File: src/rtl/sky130_fd_io__xres_filt_pkg.sv
// Shared definitions for the clocked XRES filter block.
//   xres_state_t : per-channel filter FSM state encoding
//   xres_cnt_w   : width of the shared filter/stretch counter
package sky130_fd_io__xres_filt_pkg;

    typedef enum logic [1:0] {
        RELEASED     = 2'b00,
        FILT_ASSERT  = 2'b01,
        ASSERTED     = 2'b10,
        FILT_RELEASE = 2'b11
    } xres_state_t;

    // One counter serves both the filter window and the stretch, so it
    // must hold the larger of the two terminal values.
    function automatic int xres_cnt_w(input int filt_cycles, input int stretch_cycles);
        int m;
        m = (filt_cycles > stretch_cycles) ? filt_cycles : stretch_cycles;
        return $clog2(m + 1);
    endfunction

endpackage

File: src/rtl/sky130_fd_io__xres_filt_ch.sv
// One XRES channel: input select, reset-to-1 synchronizer, glitch filter
// FSM with assertion stretcher, and a sticky glitch flag.
// Ports:
//   i_clk, i_rst     : clock, synchronous active-high reset
//   i_pad, i_filt_in : raw pad level / alternate input (1 = released)
//   i_inp_sel        : 1 selects i_filt_in, 0 selects i_pad
//   i_force          : forces ASSERTED with the stretch restarted
//   i_clr_err        : clears the sticky glitch flag (a same-cycle set wins)
//   o_xres_n         : registered filtered reset (0 = asserted)
//   o_glitch_flag    : sticky, a pulse shorter than the filter was rejected
//   o_state          : current FSM state for observation
module sky130_fd_io__xres_filt_ch
    import sky130_fd_io__xres_filt_pkg::*;
#(
    parameter int SYNC_STAGES    = 2,
    parameter int FILT_CYCLES    = 8,
    parameter int STRETCH_CYCLES = 16,
    parameter int CNT_W          = 5
) (
    input  logic        i_clk,
    input  logic        i_rst,
    input  logic        i_pad,
    input  logic        i_filt_in,
    input  logic        i_inp_sel,
    input  logic        i_force,
    input  logic        i_clr_err,
    output logic        o_xres_n,
    output logic        o_glitch_flag,
    output xres_state_t o_state
);

    localparam logic [CNT_W-1:0] FILT_MAX    = CNT_W'(FILT_CYCLES);
    localparam logic [CNT_W-1:0] STRETCH_MAX = CNT_W'(STRETCH_CYCLES);
    localparam logic [CNT_W-1:0] CNT_ONE     = CNT_W'(1);

    logic [SYNC_STAGES-1:0] r_sync;
    logic                   w_sel;
    logic                   w_in;
    xres_state_t            r_state;
    xres_state_t            w_state_nxt;
    logic [CNT_W-1:0]       r_cnt;
    logic [CNT_W-1:0]       w_cnt_nxt;
    logic                   w_glitch_set;
    logic                   r_xres_n;
    logic                   r_glitch;

    // Select is applied ahead of the synchronizer, so switching sources
    // mid-filter only changes the sampled level; the FSM carries on.
    assign w_sel = i_inp_sel ? i_filt_in : i_pad;
    assign w_in  = r_sync[SYNC_STAGES-1];

    always_ff @(posedge i_clk) begin
        if (i_rst) begin
            r_sync <= '1;
        end else begin
            r_sync <= {r_sync[SYNC_STAGES-2:0], w_sel};
        end
    end

    always_comb begin
        w_state_nxt  = r_state;
        w_cnt_nxt    = r_cnt;
        w_glitch_set = 1'b0;
        if (i_force) begin
            // Stretch restarts from zero so release after a force always
            // takes the full stretch plus the release filter.
            w_state_nxt = ASSERTED;
            w_cnt_nxt   = '0;
        end else begin
            case (r_state)
                RELEASED: begin
                    if (!w_in) begin
                        w_state_nxt = FILT_ASSERT;
                        w_cnt_nxt   = CNT_ONE;
                    end
                end
                FILT_ASSERT: begin
                    if (w_in) begin
                        w_state_nxt  = RELEASED;
                        w_glitch_set = 1'b1;
                    end else if (r_cnt == FILT_MAX) begin
                        w_state_nxt = ASSERTED;
                        w_cnt_nxt   = '0;
                    end else begin
                        w_cnt_nxt = r_cnt + CNT_ONE;
                    end
                end
                ASSERTED: begin
                    if (w_in && (r_cnt >= STRETCH_MAX)) begin
                        w_state_nxt = FILT_RELEASE;
                        w_cnt_nxt   = CNT_ONE;
                    end else if (r_cnt < STRETCH_MAX) begin
                        w_cnt_nxt = r_cnt + CNT_ONE;
                    end
                end
                FILT_RELEASE: begin
                    if (!w_in) begin
                        // Back to ASSERTED with the stretch already served.
                        w_state_nxt  = ASSERTED;
                        w_cnt_nxt    = STRETCH_MAX;
                        w_glitch_set = 1'b1;
                    end else if (r_cnt == FILT_MAX) begin
                        w_state_nxt = RELEASED;
                        w_cnt_nxt   = '0;
                    end else begin
                        w_cnt_nxt = r_cnt + CNT_ONE;
                    end
                end
                default: begin
                    w_state_nxt = ASSERTED;
                    w_cnt_nxt   = STRETCH_MAX;
                end
            endcase
        end
    end

    always_ff @(posedge i_clk) begin
        if (i_rst) begin
            r_state  <= ASSERTED;
            r_cnt    <= STRETCH_MAX;
            r_xres_n <= 1'b0;
            r_glitch <= 1'b0;
        end else begin
            r_state  <= w_state_nxt;
            r_cnt    <= w_cnt_nxt;
            // Output decoded from the next state so it lands on the same
            // edge as the state change.
            r_xres_n <= (w_state_nxt == RELEASED) || (w_state_nxt == FILT_ASSERT);
            r_glitch <= w_glitch_set | (r_glitch & ~i_clr_err);
        end
    end

    assign o_xres_n      = r_xres_n;
    assign o_glitch_flag = r_glitch;
    assign o_state       = r_state;

endmodule

File: src/rtl/sky130_fd_io__xres_filt_nch.sv
// Multi-channel clocked XRES filter. Holds the shared force logic, the
// enable-sequencing error flag and the combined reset output.
// Ports:
//   CLK, RST      : clock, synchronous active-high reset
//   PAD           : raw pad level per channel (1 = released)
//   FILT_IN_H     : alternate input per channel
//   INP_SEL_H     : per-channel select, 1 = FILT_IN_H
//   PWR_GOOD_H    : supply good (CLK domain)
//   ENABLE_H      : block enable (CLK domain)
//   ENABLE_VDDIO  : VDDIO-path enable (CLK domain)
//   CLR_ERR       : clears sticky flags (a same-cycle set wins)
//   XRES_H_N      : filtered reset per channel (0 = asserted)
//   XRES_ALL_N    : registered AND of XRES_H_N
//   GLITCH_FLAG   : sticky per-channel rejected-glitch flag
//   SEQ_ERR       : sticky enable-sequencing violation
//   DBG_STATE     : per-channel FSM state, 2 bits per channel
module sky130_fd_io__xres_filt_nch
    import sky130_fd_io__xres_filt_pkg::*;
#(
    parameter int NCH            = 4,
    parameter int SYNC_STAGES    = 2,
    parameter int FILT_CYCLES    = 8,
    parameter int STRETCH_CYCLES = 16
) (
    input  logic             CLK,
    input  logic             RST,
    input  logic [NCH-1:0]   PAD,
    input  logic [NCH-1:0]   FILT_IN_H,
    input  logic [NCH-1:0]   INP_SEL_H,
    input  logic             PWR_GOOD_H,
    input  logic             ENABLE_H,
    input  logic             ENABLE_VDDIO,
    input  logic             CLR_ERR,
    output logic [NCH-1:0]   XRES_H_N,
    output logic             XRES_ALL_N,
    output logic [NCH-1:0]   GLITCH_FLAG,
    output logic             SEQ_ERR,
    output logic [2*NCH-1:0] DBG_STATE
);

    localparam int CNT_W = xres_cnt_w(FILT_CYCLES, STRETCH_CYCLES);

    logic           r_en_h_q;
    logic           r_en_vddio_q;
    logic           r_seq_err;
    logic           r_all_n;
    logic           w_seq_set;
    logic           w_force;
    logic [NCH-1:0] w_xres_n;

    // Both enables changing on the same edge means the power-up/down
    // ordering between the two domains was lost.
    assign w_seq_set = (ENABLE_H != r_en_h_q) && (ENABLE_VDDIO != r_en_vddio_q);

    // ENABLE_H without ENABLE_VDDIO is the hold-off window: keep resets low.
    assign w_force = !PWR_GOOD_H || r_seq_err || (ENABLE_H && !ENABLE_VDDIO);

    always_ff @(posedge CLK) begin
        if (RST) begin
            r_en_h_q     <= 1'b0;
            r_en_vddio_q <= 1'b0;
            r_seq_err    <= 1'b0;
            r_all_n      <= 1'b0;
        end else begin
            r_en_h_q     <= ENABLE_H;
            r_en_vddio_q <= ENABLE_VDDIO;
            r_seq_err    <= w_seq_set | (r_seq_err & ~CLR_ERR);
            r_all_n      <= &w_xres_n;
        end
    end

    for (genvar g = 0; g < NCH; g++) begin : g_ch
        xres_state_t w_state;

        sky130_fd_io__xres_filt_ch #(
            .SYNC_STAGES    (SYNC_STAGES),
            .FILT_CYCLES    (FILT_CYCLES),
            .STRETCH_CYCLES (STRETCH_CYCLES),
            .CNT_W          (CNT_W)
        ) u_ch (
            .i_clk         (CLK),
            .i_rst         (RST),
            .i_pad         (PAD[g]),
            .i_filt_in     (FILT_IN_H[g]),
            .i_inp_sel     (INP_SEL_H[g]),
            .i_force       (w_force),
            .i_clr_err     (CLR_ERR),
            .o_xres_n      (w_xres_n[g]),
            .o_glitch_flag (GLITCH_FLAG[g]),
            .o_state       (w_state)
        );

        assign DBG_STATE[2*g +: 2] = w_state;
    end

    assign XRES_H_N   = w_xres_n;
    assign XRES_ALL_N = r_all_n;
    assign SEQ_ERR    = r_seq_err;

endmodule

File: config.mk
export PLATFORM = sky130hd
export DESIGN_NAME = sky130_fd_io__xres_filt_nch
export DESIGN_NICKNAME = d
export VERILOG_FILES = /design/src/rtl/sky130_fd_io__xres_filt_pkg.sv /design/src/rtl/sky130_fd_io__xres_filt_ch.sv /design/src/rtl/sky130_fd_io__xres_filt_nch.sv
export SDC_FILE = /design/constraint.sdc
export NUM_CORES = 1
export LEC_CHECK = 0
export CELL_PAD_IN_SITES_DETAIL_PLACEMENT = 0
export CELL_PAD_IN_SITES_GLOBAL_PLACEMENT = 1
export CORE_ASPECT_RATIO = 1.75
export CORE_MARGIN = 2
export CORE_UTILIZATION = 37
export DETAILED_ROUTE_END_ITERATION = 16
export HOLD_SLACK_MARGIN = 0.02
export PLACE_DENSITY_LB_ADDON = 0.1
export RECOVER_POWER = 50
export SLEW_MARGIN = 5
export SYNTH_ARGS = -nofsm -noshare
export SYNTH_HDL_FRONTEND = slang
export SYNTH_SLANG_ARGS = --single-unit
export TNS_END_PERCENT = 30
File: constraint.sdc
create_clock -name CLK -period 1.8 [get_ports CLK]
set_clock_uncertainty 0.2 [all_clocks]
set_input_delay 0.36 -clock CLK [delete_from_list [all_inputs] [get_ports CLK]]
set_output_delay 0.36 -clock CLK [all_outputs]
set_load 0.02 [all_outputs]
==> out/results.ini, run 1 <==
[run_status]
status = finished, final reports clean

[finish]
final_cell_mix = 47 x dfxtp_1, 39 x buf_4, 28 x nand2_1
diodes = 0
nNetsFinal = 380
drive_gt1_share_pct = 18.6
fillers = 676
fin_util_pct = 50.5
layout_commonest_cell = dfxtp_1
area_growth_pct = 31.3

[clocking]
cts_setup_buffers = 0
tritoncts = done
cts_made_buffers = 5
clkLatencyLatePin_ns = 0.28
cts_max_level = 2
clock-sinks = 48
hold_buffers = 0
clk_path_buf_depth = 2
root_buffer = clkbuf_16
clkTransAtPathRegs_ns = 0.06

[route]
drt.antenna.violating_nets = 0
dr_wl_met3_um = 212
highest_layer = met4
routed_wl_mm = 6.27
wire_per_inst_um = 14.3
drcViolationCount = 0
wl_met1_mm = 2.54
dr.pass1.iters = 4
route.vias.total = 2305
via_per_inst = 5.27
drtIter0Drc = 57
dr_wl_met2_mm = 3.39

[synthesis]
ys.flop_type = dfxtp_1
synth.largest_area_cell = dfxtp_1
yosys_register_bits = 48
synth_cell_types = 61
synth-edff-count = 0
syn_inst = 293
synthArstFlopShare_pct = 0
synth_area_leaders = dfxtp_1 38%, nand2_1 4.2%, o21ai_0 4.2%
syn_area_um2 = 2530
synth_top_area_share_pct = 37.9
ys_seq_area_share_pct = 37.9
postSynthAreaPerCell_um2 = 8.64
synth_nets = 319
synth_warnings = 0

[placement]
gp_routability_congestion = 0.786
dp_slack_ns = -0.275
io_buffers = 35
dp_hpwl_mm = 4.87

[grt]
antenna_found_initial = 0
grt.overflow.total = 0
track_usage_pct = 17.7
grt_pass1_vias = 2230
grt_max_degree = 15
grt_pass1_wl_mm = 10.3

[pwr]
power.share.clock_pct = 42.2
seqPwrFrac_pct = 45.2
intPower_mw = 1.91
switching_share_pct = 23.2
p_leak_nw = 1.45
p_sw_uw = 577
combPwrFrac_pct = 12.6
p_per_area_nw_per_um2 = 748
vdd.ir_drop.worst_mv = 0.547

[timing]
final_hold_viol_count = 0
setup_viol = 0
period_needed_ns = 1.75
finalCritPeriodShare_pct = 97.4
rsz0062_at_grt = yes
tightest_slew_ns = 0.572
slew_violations = 0
max_freq_mhz = 570
tns_ns = 0
relSlewSlack_pct = 61.8
postLayoutSetupSlackWorst_ns = 0.0460

[worst_setup_path]
cp.buffers_inverters = 1
critPathMaxStageDelay_ns = 0.59
cp_top_family = buffers and inverters
critPathKind = in2reg
worstSetupEndpointType = flip-flop
slowest_stage = dlygate4sd3_1
critical_path_arrival_ns = 1.73
crit_path_cell_trace = dlygate4sd3_1 > nand2b_1 > and4_4 > and2_1 > a211o_1
critPathLaunchType = input pin
required_ns = 1.78
path_max_fanout = 5

[floorplanning]
dieArea_um2 = 7550
die_x_um = 66.5
core_um2 = 6590
rows = 39
initial_core_util_pct = 38.4
ios = 36
die_h_um = 113

[worst_hold_path]
hold_path_class = reg2reg

[job]
cap_violations = 0

## area by class of cell
| type | instances | area, um2 | area share [%] |
|---|---|---|---|
| inverter | 22 | 82.6 | 2.48 |
| multi-input combinational | 200 | 1380 | 41.6 |
| clock inverter | 2 | 35.0 | 1.05 |
| timing repair buffer | 77 | 629 | 18.9 |
| tap | 82 | 103 | 3.09 |
| clock buffer | 6 | 129 | 3.88 |
| sequential | 48 | 962 | 28.9 |
## synth_stat cells, drive strengths merged, types with 2 or more instances
master,instances
mux2i,5
nand2b,5
o32a,2
dfxtp,48
xor2,8
o211a,4
a31oi,3
a22o,2
and3,4
ha,8
xnor2,2
nor4b,2
a21o,3
nor4bb,2
and2,3
o211ai,6
a311oi,4
clkbuf,3
inv,22
nand2,28
nand4,2
nor3b,2
nand3,8
nor2,10
and4bb,3
nor2b,7
nor3,7
a22oi,2
buf,20
a221oi,2
and4,2
o21ai,22
a2111oi,2
a21oi,16
a32o,3
or2,4
## worst paths after layout
path | startpoint | cells past startpoint | slack (ns) | end
max | ENABLE_H | 5 | 0.05 | g_ch[2].u_ch.r_cnt[2]
min reg2reg | g_ch[2].u_ch.r_sync[0] | 1 | 0.21 | g_ch[2].u_ch.r_sync[1]
max reg2reg | g_ch[1].u_ch.r_cnt[0] | 6 | 0.09 | g_ch[1].u_ch.r_cnt[1]
min | g_ch[2].u_ch.r_sync[0] | 1 | 0.21 | g_ch[2].u_ch.r_sync[1]
## sequential cells by signal (all words and copies together) (netlist names)
register,count
g_ch.u_ch.r_sync,8
g_ch.u_ch.o_glitch_flag,4
g_ch.u_ch.r_cnt,20
XRES_ALL_N,1
r_en_vddio_q,1
g_ch.u_ch.o_xres_n,4
r_en_h_q,1
g_ch.u_ch.o_state,8
SEQ_ERR,1
## metrics by stage
step	cell area, um2	instances	power [mW]	hold slack (ns)
after floorplan	2530	293	1.31	0.189
after global placement	3170	429	1.46	0.192
after detailed placement	3170	429	1.46	0.193
after CTS	3330	437	2.54	0.209
after global routing	3320	437	2.60	0.218
final	3320	437	2.49	0.208
## what timing repair did
action / CTS / global route
resized for setup: 13 / 12
endpoints found under the setup margin: 15 / 15
pin swaps: 0 / 2
## metal layers
layer | GRT usage (%) | up-vias
li1 | - | 1170
met1 | 19.3 | 1088
met2 | 32.5 | 37
met3 | 3.45 | 10
met4 | 6.80 | 0
met5 | 0 | -
## logic make-up (layout without fill, tap and decap cells)
family                     after synthesis  in the layout  share of synthesized area (%)
AOI/OAI and AO/OA                       83             83                           22.8
adders and majority gates                8              8                           3.95
DFF                                     48             48                           37.9
xor gates and xnor gates                10             10                           3.46
and+or+nand+nor                         94             94                           21.0
buffers and inverters                   45            107                           8.84
muxes                                    5              5                           1.98
## power by group through the flow
| stage | logic (mW) | registers [mW] | clock network, mW |
|---|---|---|---|
| final | 0.313 | 1.12 | 1.05 |
| after global routing | 0.346 | 1.13 | 1.13 |
| after global placement | 0.314 | 1.15 | 0 |
| after floorplan | 0.159 | 1.15 | 0 |
| after detailed placement | 0.315 | 1.15 | 0 |
| after CTS | 0.315 | 1.12 | 1.10 |
Power figures use the tool's default switching activity.
==> inputs of run 2 (changes only) <==
ABC_AREA = 1   (was default)
CORE_UTILIZATION = 35   (was 37)
SYNTH_HIERARCHICAL = 1   (was default)
==> run 2 against run 1 <==
Compared with the run above:
- cell area increased by 0.75%
- utilization decreased by 5.6 points
- flip-flop and latch count unchanged
- sequential share of layout area decreased by 0.25 points
- final cell count increased by 27%
- synthesized cell count increased by 39%
- largest cell class unchanged
==> out/results.ini, run 2 <==
[clocking]
clkTransAtPathRegs_ns = 0.07  ; about the same
cts_max_level = 2  ; unchanged
hold_buffers = 0  ; unchanged
clkLatencyLatePin_ns = 0.29  ; about the same
clock-sinks = 48  ; unchanged
tritoncts = done
cts_made_buffers = 5  ; unchanged
clk_path_buf_depth = 2  ; unchanged
root_buffer = clkbuf_16

[finish]
largest_reg_flops = 20  ; unchanged
finalNonFillerCells = 556  ; +27%
drive_gt1_share_pct = 15.4  ; -3.2 points
regMostFlops = g_ch.u_ch/r_cnt
area_growth_pct = 25.5
layout_commonest_cell = nand2_1
fillers = 780  ; +15%
final_cell_mix = 119 x nand2_1, 55 x inv_1, 48 x dfxtp_1
nNetsFinal = 493  ; +30%
diodes = 0  ; unchanged
design_area_um2 = 3350  ; +0.75%

[worst_setup_path]
critical_path_arrival_ns = 1.19  ; -0.54 ns
crit_path_cell_trace = clkdlybuf4s50_1
critPathLaunchType = flip-flop
worstSetupEndpointType = primary output
worstRegToRegCells = 9  ; +3
slowest_stage = clkdlybuf4s50_1
rr_endpoint = g_ch[0].u_ch/r_cnt[1]
cp.buffers_inverters = 1  ; unchanged
required_ns = 1.24  ; -0.54 ns
critPathKind = reg2out
rrSetupSlack_ns = 0.31  ; +0.22 ns
path_max_fanout = 1  ; -4
critPathMaxStageDelay_ns = 0.59  ; about the same
r2r_start = g_ch[0].u_ch/r_cnt[0]
cp_top_family = buffers and inverters

[route]
wire_per_inst_um = 11.8  ; -18%
highest_layer = met4
via_per_inst = 4.62  ; -13%
drt.antenna.violating_nets = 0  ; unchanged
route.vias.total = 2566  ; +11%
drcViolationCount = 0  ; unchanged
dr.pass1.iters = 4  ; unchanged
dr_wl_met3_um = 138  ; -35%
wl_met1_mm = 2.64  ; +3.9%
routed_wl_mm = 6.54  ; +4.4%
dr_wl_met2_mm = 3.62  ; +6.8%
drtIter0Drc = 101  ; +77%

[run_status]
status = finished, final reports clean

[timing]
postLayoutSetupSlackWorst_ns = 0.0511  ; +0.00514 ns
slew_violations = 0  ; unchanged
setup_viol = 0  ; unchanged
rsz0062_at_grt = no
fin_hold_ws_ns = 0.157  ; -0.0506 ns
tightest_slew_ns = 0.396  ; -0.176 ns
final_hold_viol_count = 0  ; unchanged
period_needed_ns = 1.75  ; -0.00514 ns
finalCritPeriodShare_pct = 97.2  ; -0.29 points
relSlewSlack_pct = 73.6  ; +12 points
max_freq_mhz = 572  ; +0.29%

[floorplanning]
dieArea_um2 = 8370  ; +11%
rows = 42  ; +7.7%
die_h_um = 120  ; +5.4%
die_x_um = 70.0  ; +5.2%
ios = 36  ; unchanged
initial_core_util_pct = 35.8  ; -2.7 points
core_um2 = 7460  ; +13%

[grt]
antenna_found_initial = 0  ; unchanged
track_usage_pct = 16.6  ; -1.1 points
grt_pass1_wl_mm = 11.2  ; +9.4%
grt_max_degree = 16  ; +1
grt.overflow.total = 0  ; unchanged
grt_pass1_vias = 2533  ; +14%

[worst_hold_path]
min_to = r_en_vddio_q
hold_path_class = in2reg
whs_path_depth = 3  ; +2
worstHoldStart = ENABLE_VDDIO

[placement]
dp_cells = 547  ; +28%
gp_routability_congestion = 0.802  ; +2.0%
placed_cell_area_um2 = 3250  ; +2.4%
dp_slack_ns = -0.294  ; -0.0191 ns
io_buffers = 35  ; unchanged
dp_hpwl_mm = 5.40  ; +11%

[synthesis]
synth_warnings = 6  ; +6
postSynthAreaPerCell_um2 = 6.54  ; -24%
syn_area_um2 = 2670  ; +5.4%
synth_nets = 434  ; +36%
syn_inst = 408  ; +39%

[job]
cap_violations = 0  ; unchanged

run 2: cell count changes in the layout (fill, tap and decap cells not counted), sizes merged, moves of 5 or more:
| cell | before | now |
|---|---|---|
| nand2 | 28 | 137 |
| nor2 | 10 | 55 |
| inv | 22 | 65 |
| a21oi | 16 | 41 |
| buf | 40 | 17 |
| o21ai | 22 | 8 |
| nand3 | 8 | 20 |
| xor2 | 8 | 0 |
| nor2b | 7 | 0 |
| o211ai | 6 | 0 |
| mux2i | 5 | 0 |
| nand2b | 5 | 0 |
run 2: worst register-to-register path: stages, from the launching register on:
cell and delay, ns:
dfxtp_1 0.35, inv_1 0.08, ha_1 0.24, nand2_1 0.07, inv_1 0.05, nand2_1 0.09
nand2_1 0.07, nand2_2 0.08, nand2_1 0.06, a21oi_1 0.12
run 2: layout make-up:
type                    count  area (um2)  area share, %
inverters                  65         244           7.28
well taps                  88         110           3.29
clock buffers               5         125           3.74
flip-flops and latches     48         961           28.7
clock inverters             3        18.8          0.560
repair buffers             56         449           13.4
multi-input cells         291        1440           43.0
run 2: metrics by stage:
step | util [%] | TNS (ns)
2_1_floorplan | - | 0
3_3_place_gp | 43.5 | -6.78
3_5_place_dp | 43.5 | -7.83
4_1_cts | 45.3 | 0
5_1_grt | 44.9 | 0
6_report | 44.9 | 0
run 2: worst max path at each step:
| stage | startpoint | end | slack [ns] | cells after the start |
|---|---|---|---|---|
| global placement | ENABLE_VDDIO | g_ch[0].u_ch/o_state[1] | -0.24 | 9 |
| finish | XRES_ALL_N | XRES_ALL_N | 0.05 | 1 |
| detailed placement | ENABLE_VDDIO | g_ch[0].u_ch/o_state[1] | -0.29 | 9 |
| global route | XRES_ALL_N | XRES_ALL_N | 0.005 | 1 |
| CTS | g_ch[0].u_ch/o_state[0] | DBG_STATE[0] | 0.001 | 1 |
| floorplan | SEQ_ERR | g_ch[0].u_ch/o_state[1] | 0.23 | 5 |
run 2: layer usage:
metal | GRT usage [%] | vias to the layer above
li1 | - | 1383
met1 | 17.6 | 1148
met2 | 32.2 | 26
met3 | 2.69 | 9
met4 | 5.89 | 0
met5 | 0 | -
run 2: what timing repair did:
action / 4_1_cts / 5_1_grt
setup buffers: 0 / 1
resized for setup: 12 / 10
pin swaps: 0 / 2
endpoints found under the setup margin: 12 / 39
==> inputs of run 3 (changes only) <==
CAP_MARGIN = 20   (was default)
==> results of run 3 <==
Same layout as run 2: the final DEF is identical, and so are final timing and power.
